`src/rtl/digit_render_if.sv`:
```
// Pixel/digit bus between the VGA timing side and the digit renderer.
// The master drives beam position, frame timing, digit data and colour;
// the slave returns the handshake ready and the rendered pixel colour.
interface digit_render_if #(
   parameter int NUM_DIGITS = 4
);
   logic [9:0]              pixel_x;
   logic [9:0]              pixel_y;
   logic                    video_on;
   logic                    frame_start;
   logic [4*NUM_DIGITS-1:0] digits_in;
   logic                    digits_valid;
   logic                    digits_ready;
   logic [11:0]             fg_rgb;
   logic [11:0]             rgb_out;

   modport master (
      output pixel_x, pixel_y, video_on, frame_start,
      output digits_in, digits_valid, fg_rgb,
      input  digits_ready, rgb_out
   );

   modport slave (
      input  pixel_x, pixel_y, video_on, frame_start,
      input  digits_in, digits_valid, fg_rgb,
      output digits_ready, rgb_out
   );
endinterface

```
`src/rtl/digit_render_sched.sv`:
```
// Digit renderer for an MM:SS timer overlay.
// One shared 7-segment drawing datapath serves NUM_DIGITS slots laid out
// left to right. Incoming digit values are double-buffered so the visible
// digits only change at frame start. Two pipeline stages: slot selection,
// then segment hit test and colour output.
module digit_render_sched #(
   parameter int NUM_DIGITS = 4,
   parameter int DIG_W      = 80,
   parameter int DIG_H      = 160,
   parameter int BAR        = 10,
   parameter int GAP        = 16,
   parameter int ORIGIN_X   = 144,
   parameter int ORIGIN_Y   = 160
) (
   input logic           clk,
   input logic           reset,
   digit_render_if.slave bus
);

   localparam int DW = 4 * NUM_DIGITS;

   // Geometry in 11-bit unsigned so slot right edges never wrap.
   localparam logic [10:0] TOP_Y     = 11'(ORIGIN_Y);
   localparam logic [10:0] BOT_Y     = 11'(ORIGIN_Y + DIG_H);
   localparam logic [10:0] GLYPH_W   = 11'(DIG_W);
   localparam logic [10:0] BAR_W     = 11'(BAR);
   localparam logic [10:0] MID_LO    = 11'((DIG_H - BAR) / 2);
   localparam logic [10:0] MID_HI    = 11'((DIG_H + BAR) / 2);
   localparam logic [10:0] BOT_BAR   = 11'(DIG_H - BAR);
   localparam logic [10:0] RIGHT_BAR = 11'(DIG_W - BAR);

   typedef enum logic {
      EMPTY = 1'b0,
      FULL  = 1'b1
   } buf_state_t;

   // Left edge of slot k.
   function automatic logic [10:0] slot_left(input int k);
      return 11'(ORIGIN_X + k * (DIG_W + GAP));
   endfunction

   // Lit segments for a BCD digit, packed {a,b,c,d,e,f,g}; 10..15 are blank.
   function automatic logic [6:0] seg_mask(input logic [3:0] digit);
      case (digit)
         4'd0:    return 7'b1111110;
         4'd1:    return 7'b0110000;
         4'd2:    return 7'b1101101;
         4'd3:    return 7'b1111001;
         4'd4:    return 7'b0110011;
         4'd5:    return 7'b1011011;
         4'd6:    return 7'b1011111;
         4'd7:    return 7'b1110000;
         4'd8:    return 7'b1111111;
         4'd9:    return 7'b1111011;
         default: return 7'b0000000;
      endcase
   endfunction

   // ------------------------------------------------------------------
   // Digit double buffer
   // ------------------------------------------------------------------
   buf_state_t    state_q, state_d;
   logic [DW-1:0] shadow_q;
   logic [DW-1:0] active_q;
   logic          load_shadow;
   logic          load_direct;
   logic          promote;

   // Buffer FSM: accept one update while empty, publish it at frame start.
   // NOTE: every signal written here gets a default first, so no path through
   // the block leaves a value unassigned and no latch is inferred.
   always_comb begin
      state_d          = state_q;
      load_shadow      = 1'b0;
      load_direct      = 1'b0;
      promote          = 1'b0;
      bus.digits_ready = 1'b0;
      case (state_q)
         EMPTY: begin
            bus.digits_ready = ~reset;
            if (bus.digits_valid && !reset) begin
               if (bus.frame_start) begin
                  load_direct = 1'b1;
               end else begin
                  load_shadow = 1'b1;
                  state_d     = FULL;
               end
            end
         end
         FULL: begin
            if (bus.frame_start) begin
               promote = 1'b1;
               state_d = EMPTY;
            end
         end
         default: state_d = EMPTY;
      endcase
   end

   // Buffer state and the digits currently on screen.
   // NOTE: state is updated with non-blocking assignments so every register
   // samples the values from before this edge, regardless of statement order.
   always_ff @(posedge clk) begin
      if (reset) begin
         state_q  <= EMPTY;
         active_q <= '1;
      end else begin
         state_q <= state_d;
         if (load_direct) begin
            active_q <= bus.digits_in;
         end else if (promote) begin
            active_q <= shadow_q;
         end
      end
   end

   // Shadow copy of the pending update.
   // NOTE: the shadow is deliberately left out of reset; it is only read while
   // FULL, and reset forces EMPTY, so a stale value is never published.
   always_ff @(posedge clk) begin
      if (load_shadow) begin
         shadow_q <= bus.digits_in;
      end
   end

   // ------------------------------------------------------------------
   // Stage 1: which slot is under the beam
   // ------------------------------------------------------------------
   logic [10:0] px;
   logic [10:0] py;
   logic        hit_c;
   logic [10:0] lx_c;
   logic [10:0] ly_c;
   logic [3:0]  digit_c;

   logic        hit_d1;
   logic        video_d1;
   logic [10:0] lx_d1;
   logic [10:0] ly_d1;
   logic [3:0]  digit_d1;

   // Exclusive slot decode: slots never overlap, so at most one matches.
   always_comb begin
      px      = {1'b0, bus.pixel_x};
      py      = {1'b0, bus.pixel_y};
      hit_c   = 1'b0;
      lx_c    = '0;
      ly_c    = py - TOP_Y;
      digit_c = 4'hF;
      for (int k = 0; k < NUM_DIGITS; k++) begin
         if (px >= slot_left(k) && px < slot_left(k) + GLYPH_W &&
             py >= TOP_Y && py < BOT_Y) begin
            hit_c   = 1'b1;
            lx_c    = px - slot_left(k);
            digit_c = active_q[4*k +: 4];
         end
      end
   end

   // Stage 1 qualifiers; cleared by reset so no stale pixel is drawn.
   always_ff @(posedge clk) begin
      if (reset) begin
         hit_d1   <= 1'b0;
         video_d1 <= 1'b0;
      end else begin
         hit_d1   <= hit_c;
         video_d1 <= bus.video_on;
      end
   end

   // Stage 1 data; only meaningful when the qualifiers are set.
   always_ff @(posedge clk) begin
      lx_d1    <= lx_c;
      ly_d1    <= ly_c;
      digit_d1 <= digit_c;
   end

   // ------------------------------------------------------------------
   // Stage 2: segment hit test and colour
   // ------------------------------------------------------------------
   logic [6:0] seg_hit;
   logic       lit;

   // Bar regions of the glyph, packed {a,b,c,d,e,f,g}.
   always_comb begin
      seg_hit[6] = ly_d1 < BAR_W;
      seg_hit[5] = lx_d1 >= RIGHT_BAR && ly_d1 < MID_HI;
      seg_hit[4] = lx_d1 >= RIGHT_BAR && ly_d1 >= MID_LO;
      seg_hit[3] = ly_d1 >= BOT_BAR;
      seg_hit[2] = lx_d1 < BAR_W && ly_d1 >= MID_LO;
      seg_hit[1] = lx_d1 < BAR_W && ly_d1 < MID_HI;
      seg_hit[0] = ly_d1 >= MID_LO && ly_d1 < MID_HI;
      lit        = |(seg_hit & seg_mask(digit_d1));
   end

   // Output colour register.
   always_ff @(posedge clk) begin
      if (reset) begin
         bus.rgb_out <= 12'h000;
      end else if (video_d1 && hit_d1 && lit) begin
         bus.rgb_out <= bus.fg_rgb;
      end else begin
         bus.rgb_out <= 12'h000;
      end
   end

endmodule

```
`src/flat_wrapper.sv`:
```
// flat-port wrapper written by rule: the top's interface ports become plain ports
module digit_render_sched_flat 
#(
   parameter int NUM_DIGITS = 4,
   parameter int DIG_W      = 80,
   parameter int DIG_H      = 160,
   parameter int BAR        = 10,
   parameter int GAP        = 16,
   parameter int ORIGIN_X   = 144,
   parameter int ORIGIN_Y   = 160
)
  (clk, reset, bus_pixel_x, bus_pixel_y, bus_video_on, bus_frame_start, bus_digits_in, bus_digits_valid, bus_fg_rgb, bus_digits_ready, bus_rgb_out);
  digit_render_if #(.NUM_DIGITS(NUM_DIGITS)) bus_i ();
  input logic clk;
  input logic reset;
  input wire logic [$bits(bus_i.pixel_x)-1:0] bus_pixel_x;
  input wire logic [$bits(bus_i.pixel_y)-1:0] bus_pixel_y;
  input wire logic [$bits(bus_i.video_on)-1:0] bus_video_on;
  input wire logic [$bits(bus_i.frame_start)-1:0] bus_frame_start;
  input wire logic [$bits(bus_i.digits_in)-1:0] bus_digits_in;
  input wire logic [$bits(bus_i.digits_valid)-1:0] bus_digits_valid;
  input wire logic [$bits(bus_i.fg_rgb)-1:0] bus_fg_rgb;
  output wire logic [$bits(bus_i.digits_ready)-1:0] bus_digits_ready;
  output wire logic [$bits(bus_i.rgb_out)-1:0] bus_rgb_out;
  assign bus_i.pixel_x = bus_pixel_x;
  assign bus_i.pixel_y = bus_pixel_y;
  assign bus_i.video_on = bus_video_on;
  assign bus_i.frame_start = bus_frame_start;
  assign bus_i.digits_in = bus_digits_in;
  assign bus_i.digits_valid = bus_digits_valid;
  assign bus_i.fg_rgb = bus_fg_rgb;
  assign bus_digits_ready = bus_i.digits_ready;
  assign bus_rgb_out = bus_i.rgb_out;
  digit_render_sched #(.NUM_DIGITS(NUM_DIGITS), .DIG_W(DIG_W), .DIG_H(DIG_H), .BAR(BAR), .GAP(GAP), .ORIGIN_X(ORIGIN_X), .ORIGIN_Y(ORIGIN_Y)) u_core (.clk(clk), .reset(reset), .bus(bus_i));
endmodule
```
`config.mk`:
```
export PLATFORM = sky130hd
export DESIGN_NAME = digit_render_sched_flat
export DESIGN_NICKNAME = d
export VERILOG_FILES = /design/src/rtl/digit_render_if.sv /design/src/rtl/digit_render_sched.sv /design/src/flat_wrapper.sv
export SDC_FILE = /design/constraint.sdc
export NUM_CORES = 1
export LEC_CHECK = 0
export ABC_AREA = 1
export ABC_CLOCK_PERIOD_IN_PS = 4000
export CAP_MARGIN = 20
export CORE_MARGIN = 2
export CORE_UTILIZATION = 46
export DETAILED_ROUTE_END_ITERATION = 12
export PLACE_DENSITY = 0.78
export SYNTH_ARGS = -nofsm -noshare
export SYNTH_HDL_FRONTEND = slang
export SYNTH_SLANG_ARGS = --single-unit
```
`constraint.sdc`:
```
create_clock -name clk -period 4 [get_ports clk]
set_input_delay 0.8 -clock clk [delete_from_list [all_inputs] [get_ports clk]]
set_output_delay 0.8 -clock clk [all_outputs]
set_load 0.03 [all_outputs]
```
; Word-level counts from Yosys, hierarchy flattened
; Memory sizes are Yosys's and may differ from the RTL's. A register that Yosys moved wholly into a read port is not among the register bits.
; Cells that the tools add are included.
[totals]
output_inout_bits = 13
mem_bits_ro = 112
n_memories = 1
inputBits = 53
regBits = 69
elab_cells = 81
[memory_table]
columns = name, words, width, read_ports, rd_clocked_by_memory_dff, wr, line_no
row1 = (no name shown), 16, 7, 1, 1, 0, digit_render_sched.sv:44  ; case (digit)
[op_classes]
order_cmp = 16
addsub = 5
n_reduce_logical = 24
muxes = 23
bitwise = 4
[op_table]
columns = operator, count
row1 = 11-bit 2-to-1 mux, 4
row2 = "10-bit by 8-bit subtractor with 11-bit output, second input constant", 3
row3 = 16-bit 2-to-1 mux, 2
row4 = "10-bit by 8-bit >= comparator with 1-bit output, second input constant", 3
row5 = "10-bit by 9-bit less-than comparator with 1-bit output, second input constant", 3
row6 = "11-bit by 7-bit >= comparator with 1-bit output, second input constant", 2
row7 = "11-bit by 4-bit less-than comparator with 1-bit output, second input constant", 2
row8 = "10-bit by 9-bit subtractor with 11-bit output, second input constant", 2
row9 = "10-bit by 9-bit >= comparator with 1-bit output, second input constant", 2
row10 = 1-bit logical AND, 20
row11 = 4-bit 2-to-1 mux, 4
row12 = 1-bit 2-to-1 mux, 12
row13 = "11-bit by 8-bit >= comparator with 1-bit output, second input constant", 1
row14 = "11-bit by 7-bit less-than comparator with 1-bit output, second input constant", 1
row15 = "10-bit less-than comparator, second input constant", 1
row16 = "10-bit by 8-bit less-than comparator with 1-bit output, second input constant", 1
row17 = 7-bit bitwise AND, 1
row18 = 7-bit OR reduction, 1
row19 = 1-bit NOT, 3
row20 = 1-bit case mux with 2 select lines, 1
row21 = 2-bit nonzero test, 1
row22 = 2-bit OR reduction, 1
row23 = 1-bit zero test, 1

; Longest topological paths before layout
; Gate-level depths: netlist of the first run.
[depth]
word_depth = 8
ltp_mapped = 19

; Worst setup path after synthesis of the first run
; Ideal clock, no wire load.
[synth_timing]
path_kind = in2reg
startpoint = input bus_pixel_y[6]
endpoint = register (tool-made name)
path_stages = 17
setup_time_ns = 0.114
required_ns = 3.886
t_arrival_ns = 2.548
setup_slack_ns = 1.338
cell_sequence = inv_1 ha_1 inv_1 nand2_1 nand2_1 nor2_2 nand2_4 nand2_1 nor2_4 nand3_1 nand2_1 o21ai_1 inv_1 ha_1 nand3b_1 nand3_1 nand2_1
[synth_rtl]
columns = element, line_no
row1 = "start, declared", flat_wrapper.sv:17  ; input wire logic [$bits(bus_i.pixel_y)-1:0] bus_pixel_y;

==> results_tabular.tex, run 1 <==
\begin{tabular}{lr}
\hline
Metric & Value \\
\hline
\multicolumn{2}{l}{\textbf{STA}} \\
Fraction of the cycle the final worst path needs & about four fifths \\
Setup total negative slack & 0 ns \\
Worst slew pin tran & 0.6455 ns \\
Setup slack of the critical path after layout & 0.7484 ns \\
Slew Viols, Final & 0 \\
Setup clock skew after layout & between 0.005 and 0.006 ns \\
Achievable clock frequency & 307.5 MHz \\
Number of hold violations in the final report & 0 \\
Unrepaired setup endpoints after global routing & no \\
Final setup violation count & 0 \\
Clock period minus final worst setup slack & 3.252 ns \\
Slew Limit Headroom & 56.83\% \\
Hold slack final & roughly 0.47 ns \\
\multicolumn{2}{l}{\textbf{Place}} \\
Post-detailed-placement half-perimeter wirelength & 6.295 mm \\
Weighted congestion at the end of routability-driven global placement & a little under 0.9 \\
Port-buffer cells & 65 \\
Worst slack after detailed placement & 0.4136 ns \\
\multicolumn{2}{l}{\textbf{Setup path}} \\
Category of the critical setup timing path & input pin to flip-flop \\
Crit-path slowest cell & sky130\_fd\_sc\_hd\_\_clkdlybuf4s50\_1 \\
Peak per-stage delay on the critical path & 0.51 ns \\
WP data arrival & 3.49 ns \\
Source of the worst register-to-register timing path & u\_core.state\_q \\
Required time of the critical path & 4.24 ns \\
Worst reg2reg path endpoint & u\_core.active\_q[14] \\
CP cell instances & clkdlybuf4s50\_1, inv\_1, ha\_1, inv\_1, nand2\_1, nand2\_1, nor2\_2, a21oi\_4, nand2\_2, inv\_1, nand2\_1, o21ai\_1, inv\_1, ha\_1, nand3b\_1, nand3\_1, nand2\_1 \\
Register-to-register path setup slack & 1.94 ns \\
Critical Path Start Type & input pin \\
Endpoint class of the critical path & flip-flop \\
Number of cells on the worst reg-to-reg path & 7 \\
Largest fanout on the critical path & 18 \\
\multicolumn{2}{l}{\textbf{Layout}} \\
Final net count & 606 \\
Antenna diodes & 0 \\
Most common cell after layout, fill and taps aside & sky130\_fd\_sc\_hd\_\_nand2\_1 \\
Share of post-route cells with drive strength above 1 & 9.872\% \\
Relative area change from synthesis to final layout & 26.30\% \\
Commonest cells after routing, fill and taps aside & sky130\_fd\_sc\_hd\_\_nand2\_1, sky130\_fd\_sc\_hd\_\_clkdlybuf4s50\_1, sky130\_fd\_sc\_hd\_\_inv\_1 \\
\multicolumn{2}{l}{\textbf{Floorplan}} \\
Die Height & 92.95 um \\
Std cell rows & 32 \\
Initial cell density of the core & 47.35\% \\
Number of top-level design ports & 66 \\
Horizontal die dimension & roughly 93 um \\
Total Die Area & approximately 8600 sq um \\
Core region area & 7687 sq um \\
\multicolumn{2}{l}{\textbf{Global route}} \\
Antenna violations before repair & 0 \\
GR Util All Layers & 19.46\% \\
Leftover overflow at the end of global routing & 0 \\
Global-route wire length before repair & approximately 14 mm \\
Via count of the first global-routing pass & 3140 \\
Pin count of the biggest net entering global routing & 21 \\
\multicolumn{2}{l}{\textbf{Clock network}} \\
Post-CTS repair timing setup buffer count & 0 \\
Hold-fix buffers, CTS & 0 \\
CTS tree & built \\
Clock latency on the worst-skew pair & 0.34 ns \\
Clock root buffer master & sky130\_fd\_sc\_hd\_\_clkbuf\_8 \\
H-Tree Level Count & 3 \\
Clock input transition at the sequential cells of the worst setup and hold paths & around 0.070 ns \\
Post-CTS Resized & 0 \\
Number of buffers created by CTS & 9 \\
Clock sink count & 75 \\
Clock Tree Buf Depth & 2 \\
\multicolumn{2}{l}{\textbf{Logic synthesis}} \\
Prevailing post-synth register cell & sky130\_fd\_sc\_hd\_\_dfxtp\_1 \\
Post-synthesis sequential area ratio & 45.65\% \\
Number of synthesized flops with an enable pin & 16 \\
Number of nets in the synthesized netlist & $\sim$540 \\
Synthesized instance count & around 470 \\
Flop and latch count out of synthesis & 75 \\
Share of synthesized flip-flops with an asynchronous set or reset & 0\% \\
Number of different library cells in the post-synthesis netlist & between 40 and 50 \\
Combined area of all synthesized cells & 3640 sq um \\
Warnings, synthesis & 0 \\
Mean Syn Cell Area & 7.679 sq um \\
\multicolumn{2}{l}{\textbf{Detailed routing}} \\
Vias after detailed routing & around 3.2k \\
Drt via density & 4.918 \\
Routed wire length & 7.931 mm \\
DRC violation count after routing & 0 \\
Pre-Repair DR Iteration Count & 5 \\
Antenna-violating nets left & 0 \\
Post-DR wirelength/cell & around 12 um \\
Detailed Route Iter0 Violations & 139 \\
\multicolumn{2}{l}{\textbf{Power and ir drop}} \\
Reported leakage power & 0.002080 uW \\
Power per unit of standard cell area & 362.8 nW/um\^{}2 \\
Final total power & 1668 uW \\
Worst-case vdd ir drop & 0.2407 mV \\
\multicolumn{2}{l}{\textbf{Worst hold path}} \\
Hold Crit Start & u\_core.active\_q[0] \\
WHS Path Cells & 2 \\
Hold worst-path end & u\_core.active\_q[0] \\
Hold crit path type & flip-flop to flip-flop \\
\multicolumn{2}{l}{\textbf{Run status}} \\
Status & complete, no violations \\
\multicolumn{2}{l}{\textbf{Flow run}} \\
Number of max-cap violations & 0 \\
\hline
\end{tabular}
## worst max-delay path by stage
stage | start | end | slack (ns) | cells after the start
3_3_place_gp | bus_pixel_y[5] | flip-flop | 0.55 | 17
2_1_floorplan | bus_pixel_y[6] | flip-flop | 1.34 | 17
6_report | bus_pixel_y[5] | flip-flop | 0.75 | 17
4_1_cts | bus_pixel_y[5] | flip-flop | 0.77 | 17
3_5_place_dp | bus_pixel_y[5] | flip-flop | 0.41 | 17
5_1_grt | bus_pixel_y[5] | flip-flop | 0.55 | 17
## worst max-delay path, delay by kind of cell
kind	cells	cell delay (ns)
AND/OR/NAND/NOR	8	0.82
buffers and inverters	5	0.99
AO/OA/AOI/OAI	2	0.39
adder cells (fa/ha/maj)	2	0.47
## layout make-up
class	count	area, sq um
Sequential cell	75	1662
Tap cell	102	127.6
Clock inverter	7	91.34
Clock buffer	9	123.9
Timing Repair Buffer	67	665.6
Multi-Input combinational cell	317	1655
Fill cell	692	3090
Inverter	72	271.5
## per-stage QoR
step	area [sq um]	std cells	util (%)
detailed placement	4382	633	57.00
CTS	4597	649	59.80
finish	4597	649	59.80
global placement	4382	633	57.00
global route	4597	649	59.80
floorplan	3640	474	-
## cells in the mapped netlist (2+ instances only)
cell / count / area share, %
sky130_fd_sc_hd__nand3_2: 3 / 0.83
sky130_fd_sc_hd__edfxtp_1: 16 / 13
sky130_fd_sc_hd__nor2_4: 4 / 1.2
sky130_fd_sc_hd__o22ai_1: 2 / 0.34
sky130_fd_sc_hd__nand3_1: 36 / 5.0
sky130_fd_sc_hd__o21ai_0: 18 / 2.5
sky130_fd_sc_hd__inv_2: 7 / 0.72
sky130_fd_sc_hd__inv_1: 62 / 6.4
sky130_fd_sc_hd__nor3_1: 2 / 0.28
sky130_fd_sc_hd__buf_2: 2 / 0.28
sky130_fd_sc_hd__ha_1: 11 / 3.8
sky130_fd_sc_hd__clkbuf_1: 5 / 0.52
sky130_fd_sc_hd__nor2_2: 5 / 0.86
sky130_fd_sc_hd__nand2_2: 4 / 0.69
sky130_fd_sc_hd__nand2_4: 2 / 0.62
sky130_fd_sc_hd__clkinv_1: 2 / 0.21
sky130_fd_sc_hd__nand2_1: 109 / 11
sky130_fd_sc_hd__dfxtp_1: 59 / 32
sky130_fd_sc_hd__nor2_1: 59 / 6.1
sky130_fd_sc_hd__nand4_1: 27 / 4.6
sky130_fd_sc_hd__a21oi_1: 8 / 1.1
sky130_fd_sc_hd__o221ai_1: 2 / 0.48
sky130_fd_sc_hd__o21ai_2: 2 / 0.48
sky130_fd_sc_hd__xnor2_1: 2 / 0.48
sky130_fd_sc_hd__a21oi_2: 3 / 0.72
sky130_fd_sc_hd__o211ai_1: 2 / 0.41
sky130_fd_sc_hd__xor2_1: 2 / 0.48
sky130_fd_sc_hd__nand3b_1: 2 / 0.41
sky130_fd_sc_hd__o21ai_1: 4 / 0.55
## power by group
group | total, uW | switching (uW) | leakage [uW] | internal (uW)
Combinational | 218 | 123 | 0.00134 | 95.6
Sequential | 825 | 17.1 | 0.000631 | 808
Clock | 624 | 275 | 0.000106 | 349
Total | 1670 | 415 | 0.00208 | 1250
## flip-flops by register name, indices dropped and copies added (netlist names), named ones only
name and cells:
u_core.state_q 1, u_core.shadow_q 16, u_core.active_q 16, u_core.video_d1 1, u_core.ly_d1 11, u_core.lx_d1 10, u_core.hit_d1 1, u_core.bus.rgb_out 12
## metal layers
layer / global-route usage (%) / wire length, um
met1: 22.67 / 3429
met2: 35.57 / 4018
met3: 4.312 / 427
met4: 5.637 / 55
met5: 0 / 0
## kinds of logic after synthesis
| family | after synthesis | share of synthesized area [%] |
|---|---|---|
| and+or+nand+nor | 257 | 33.00 |
| buffers and inverters | 82 | 8.869 |
| DFF | 75 | 45.65 |
| AOI/OAI and AO/OA | 45 | 7.735 |
| adders and majority gates | 11 | 3.781 |
| xor gates and xnor gates | 4 | 0.9627 |
No activity file was read; power rests on OpenSTA's default activity.
==> run 2, diff against run 1 <==
--- a/config.mk
+++ b/config.mk
@@ -6,7 +6,7 @@
 export NUM_CORES = 1
 export LEC_CHECK = 0
 export ABC_AREA = 1
-export ABC_CLOCK_PERIOD_IN_PS = 4000
+export ABC_CLOCK_PERIOD_IN_PS = 3100
 export CAP_MARGIN = 20
 export CORE_MARGIN = 2
 export CORE_UTILIZATION = 46
==> constraint.sdc (replaced) <==
create_clock -name clk -period 3.1 [get_ports clk]
set_input_delay 0.62 -clock clk [delete_from_list [all_inputs] [get_ports clk]]
set_output_delay 0.62 -clock clk [all_outputs]
set_load 0.03 [all_outputs]
==> run 2 against run 1 <==
  * Global-route usage increased by 0.17 points
  * Count of clock-buffer cells in the layout unchanged
  * Utilization grew 1.6 points
  * Wire length down 0.64%
  * Register-to-register slack worse by 0.73 ns
  * Non-clock buffer count rose by 16
==> results_tabular.tex, run 2 (same netlist as run 1, synthesis figures left out) <==
\begin{tabular}{lr}
\hline
Metric & Value \\
\hline
\multicolumn{2}{l}{\textbf{STA}} \\
Setup total negative slack & 0 ns \\
Slew Limit Headroom & 58.35\% \\
Hold slack final & roughly 0.47 ns \\
Slew Viols, Final & 0 \\
Unrepaired setup endpoints after global routing & no \\
Clock period minus final worst setup slack & about 2.7 ns \\
Worst slew pin tran & between 0.6 and 0.7 ns \\
Fraction of the cycle the final worst path needs & 88.34\% \\
Setup slack of the critical path after layout & 0.3614 ns \\
Final setup violation count & 0 \\
Setup clock skew after layout & about 0.0092 ns \\
Number of hold violations in the final report & 0 \\
Achievable clock frequency & 365.2 MHz \\
\multicolumn{2}{l}{\textbf{Floorplan}} \\
Number of top-level design ports & 66 \\
Core region area & 7687 sq um \\
Horizontal die dimension & 92.95 um \\
Std cell rows & 32 \\
Total Die Area & 8640 sq um \\
Die Height & around 93 um \\
Initial cell density of the core & 47.35\% \\
\multicolumn{2}{l}{\textbf{Clock network}} \\
Post-CTS repair timing setup buffer count & 0 \\
Hold-fix buffers, CTS & 0 \\
CTS tree & built \\
H-Tree Level Count & 3 \\
Number of buffers created by CTS & 9 \\
Clock latency on the worst-skew pair & 0.34 ns \\
Clock root buffer master & sky130\_fd\_sc\_hd\_\_clkbuf\_8 \\
Clock Tree Buf Depth & 2 \\
Clock sink count & between 70 and 80 \\
Clock input transition at the sequential cells of the worst setup and hold paths & 0.07 ns \\
Post-CTS Resized & 0 \\
\multicolumn{2}{l}{\textbf{Layout}} \\
Final net count & 622 \\
Regs by FF count & u\_core.active\_q x16, u\_core.shadow\_q x16, u\_core.bus.rgb\_out x12 \\
Commonest cells after routing, fill and taps aside & sky130\_fd\_sc\_hd\_\_nand2\_1, sky130\_fd\_sc\_hd\_\_clkdlybuf4s50\_1, sky130\_fd\_sc\_hd\_\_inv\_1 \\
Core Util, Final & $\sim$61\% \\
Relative area change from synthesis to final layout & 29.60\% \\
Antenna diodes & 0 \\
Share of post-route cells with drive strength above 1 & 12.43\% \\
Most common cell after layout, fill and taps aside & sky130\_fd\_sc\_hd\_\_nand2\_1 \\
\multicolumn{2}{l}{\textbf{Setup path}} \\
Peak per-stage delay on the critical path & 0.50 ns \\
Category of the critical setup timing path & input pin to flip-flop \\
Endpoint class of the critical path & flip-flop \\
WP data arrival & 2.98 ns \\
Buffering stage count on the worst path with inverters included & 5 \\
Crit-path slowest cell & sky130\_fd\_sc\_hd\_\_clkdlybuf4s50\_1 \\
CP cell instances & clkdlybuf4s50\_1, inv\_1, ha\_1, inv\_1, nand2\_1, nand2\_1, nor2\_2, a21oi\_4, nand2\_2, inv\_1, nand2\_1, o21ai\_1, inv\_1, ha\_1, nand3b\_1, nand3\_1, nand2\_1 \\
Critical Path Start Type & input pin \\
Largest delay share family, worst path & buffers and inverters \\
Largest fanout on the critical path & 7 \\
Required time of the critical path & 3.34 ns \\
\multicolumn{2}{l}{\textbf{Power and ir drop}} \\
Power per unit of standard cell area & $\sim$460 nW/um\^{}2 \\
Final total power & 2159 uW \\
Worst-case vdd ir drop & a little over 0.4 mV \\
Reported leakage power & about 0.0022 uW \\
\multicolumn{2}{l}{\textbf{Place}} \\
Post-detailed-placement half-perimeter wirelength & 6.311 mm \\
Weighted congestion at the end of routability-driven global placement & 0.9012 \\
Port-buffer cells & 65 \\
Worst slack after detailed placement & 0.02510 ns \\
\multicolumn{2}{l}{\textbf{Detailed routing}} \\
Pre-Repair DR Iteration Count & 5 \\
Drt via density & 4.904 \\
Antenna-violating nets left & 0 \\
Detailed Route Iter0 Violations & 177 \\
Vias after detailed routing & 3261 \\
Post-DR wirelength/cell & approximately 12 um \\
Routed wire length & roughly 7.9 mm \\
DRC violation count after routing & 0 \\
\multicolumn{2}{l}{\textbf{Worst hold path}} \\
Hold crit path type & flip-flop to flip-flop \\
\multicolumn{2}{l}{\textbf{Global route}} \\
Pin count of the biggest net entering global routing & 20 \\
Global-route wire length before repair & between 10 and 15 mm \\
Leftover overflow at the end of global routing & 0 \\
Antenna violations before repair & 0 \\
Via count of the first global-routing pass & 3143 \\
GR Util All Layers & 19.62\% \\
\multicolumn{2}{l}{\textbf{Run status}} \\
Status & complete, no violations \\
\multicolumn{2}{l}{\textbf{Flow run}} \\
Number of max-cap violations & 0 \\
\hline
\end{tabular}
-- run 2: final cells by class --
cell class                      instances  area (sq um)
Clock buffer                            9         123.9
Inverter                               72         271.5
Fill cell                             719          2970
Multi-Input combinational cell        317          1655
Clock inverter                          7         91.34
Tap cell                              102         127.6
Sequential cell                        75          1662
Timing Repair Buffer                   83         785.8
-- run 2: final timing paths --
check,startpoint,end,slack [ns],cells after the start
worst min-delay path,u_core.active_q[10],u_core.active_q[10],0.47,2
worst max register to register,u_core.ly_d1[8],u_core.bus.rgb_out[2],1.21,9
worst min register to register,u_core.active_q[10],u_core.active_q[10],0.47,2
worst max-delay path,bus_pixel_y[5],flip-flop,0.36,17
-- run 2: per-layer routing --
metal  wire [um]  part of all wire (%)  track usage, %
met5           0                     0               0
met4         127                   1.6           7.721
met3         398                   5.1           4.801
met2        3864                    49           33.64
met1        3490                    44           23.63
-- run 2: worst register-to-register path, delay by kind of cell, from the launching register on --
family             cells  cell delay [ns]
DFF                    1             0.30
and+or+nand+nor        7             1.16
AOI/OAI and AO/OA      2             0.36
-- run 2: report_power, final --
group	internal [uW]	total (uW)	switching [uW]
sequential	1040	1070	23.2
combinational	134	294	159
clock	450	799	349
total	1630	2160	532
-- run 2: stage by stage --
step | cell area [sq um] | cells
after floorplan | 3640 | 474
after CTS | 4710 | 664
after detailed placement | 4494 | 648
after global routing | 4717 | 665
final | 4717 | 665
after global placement | 4494 | 648
==> run 3, diff against run 2 <==
--- a/config.mk
+++ b/config.mk
@@ -6,11 +6,11 @@
 export NUM_CORES = 1
 export LEC_CHECK = 0
 export ABC_AREA = 1
-export ABC_CLOCK_PERIOD_IN_PS = 3100
 export CAP_MARGIN = 20
 export CORE_MARGIN = 2
 export CORE_UTILIZATION = 46
 export DETAILED_ROUTE_END_ITERATION = 12
+export HOLD_SLACK_MARGIN = 0.03
 export PLACE_DENSITY = 0.78
 export SYNTH_ARGS = -nofsm -noshare
 export SYNTH_HDL_FRONTEND = slang
==> results of run 3 <==
The final DEF is identical to that of run 2; final timing and power are the same.
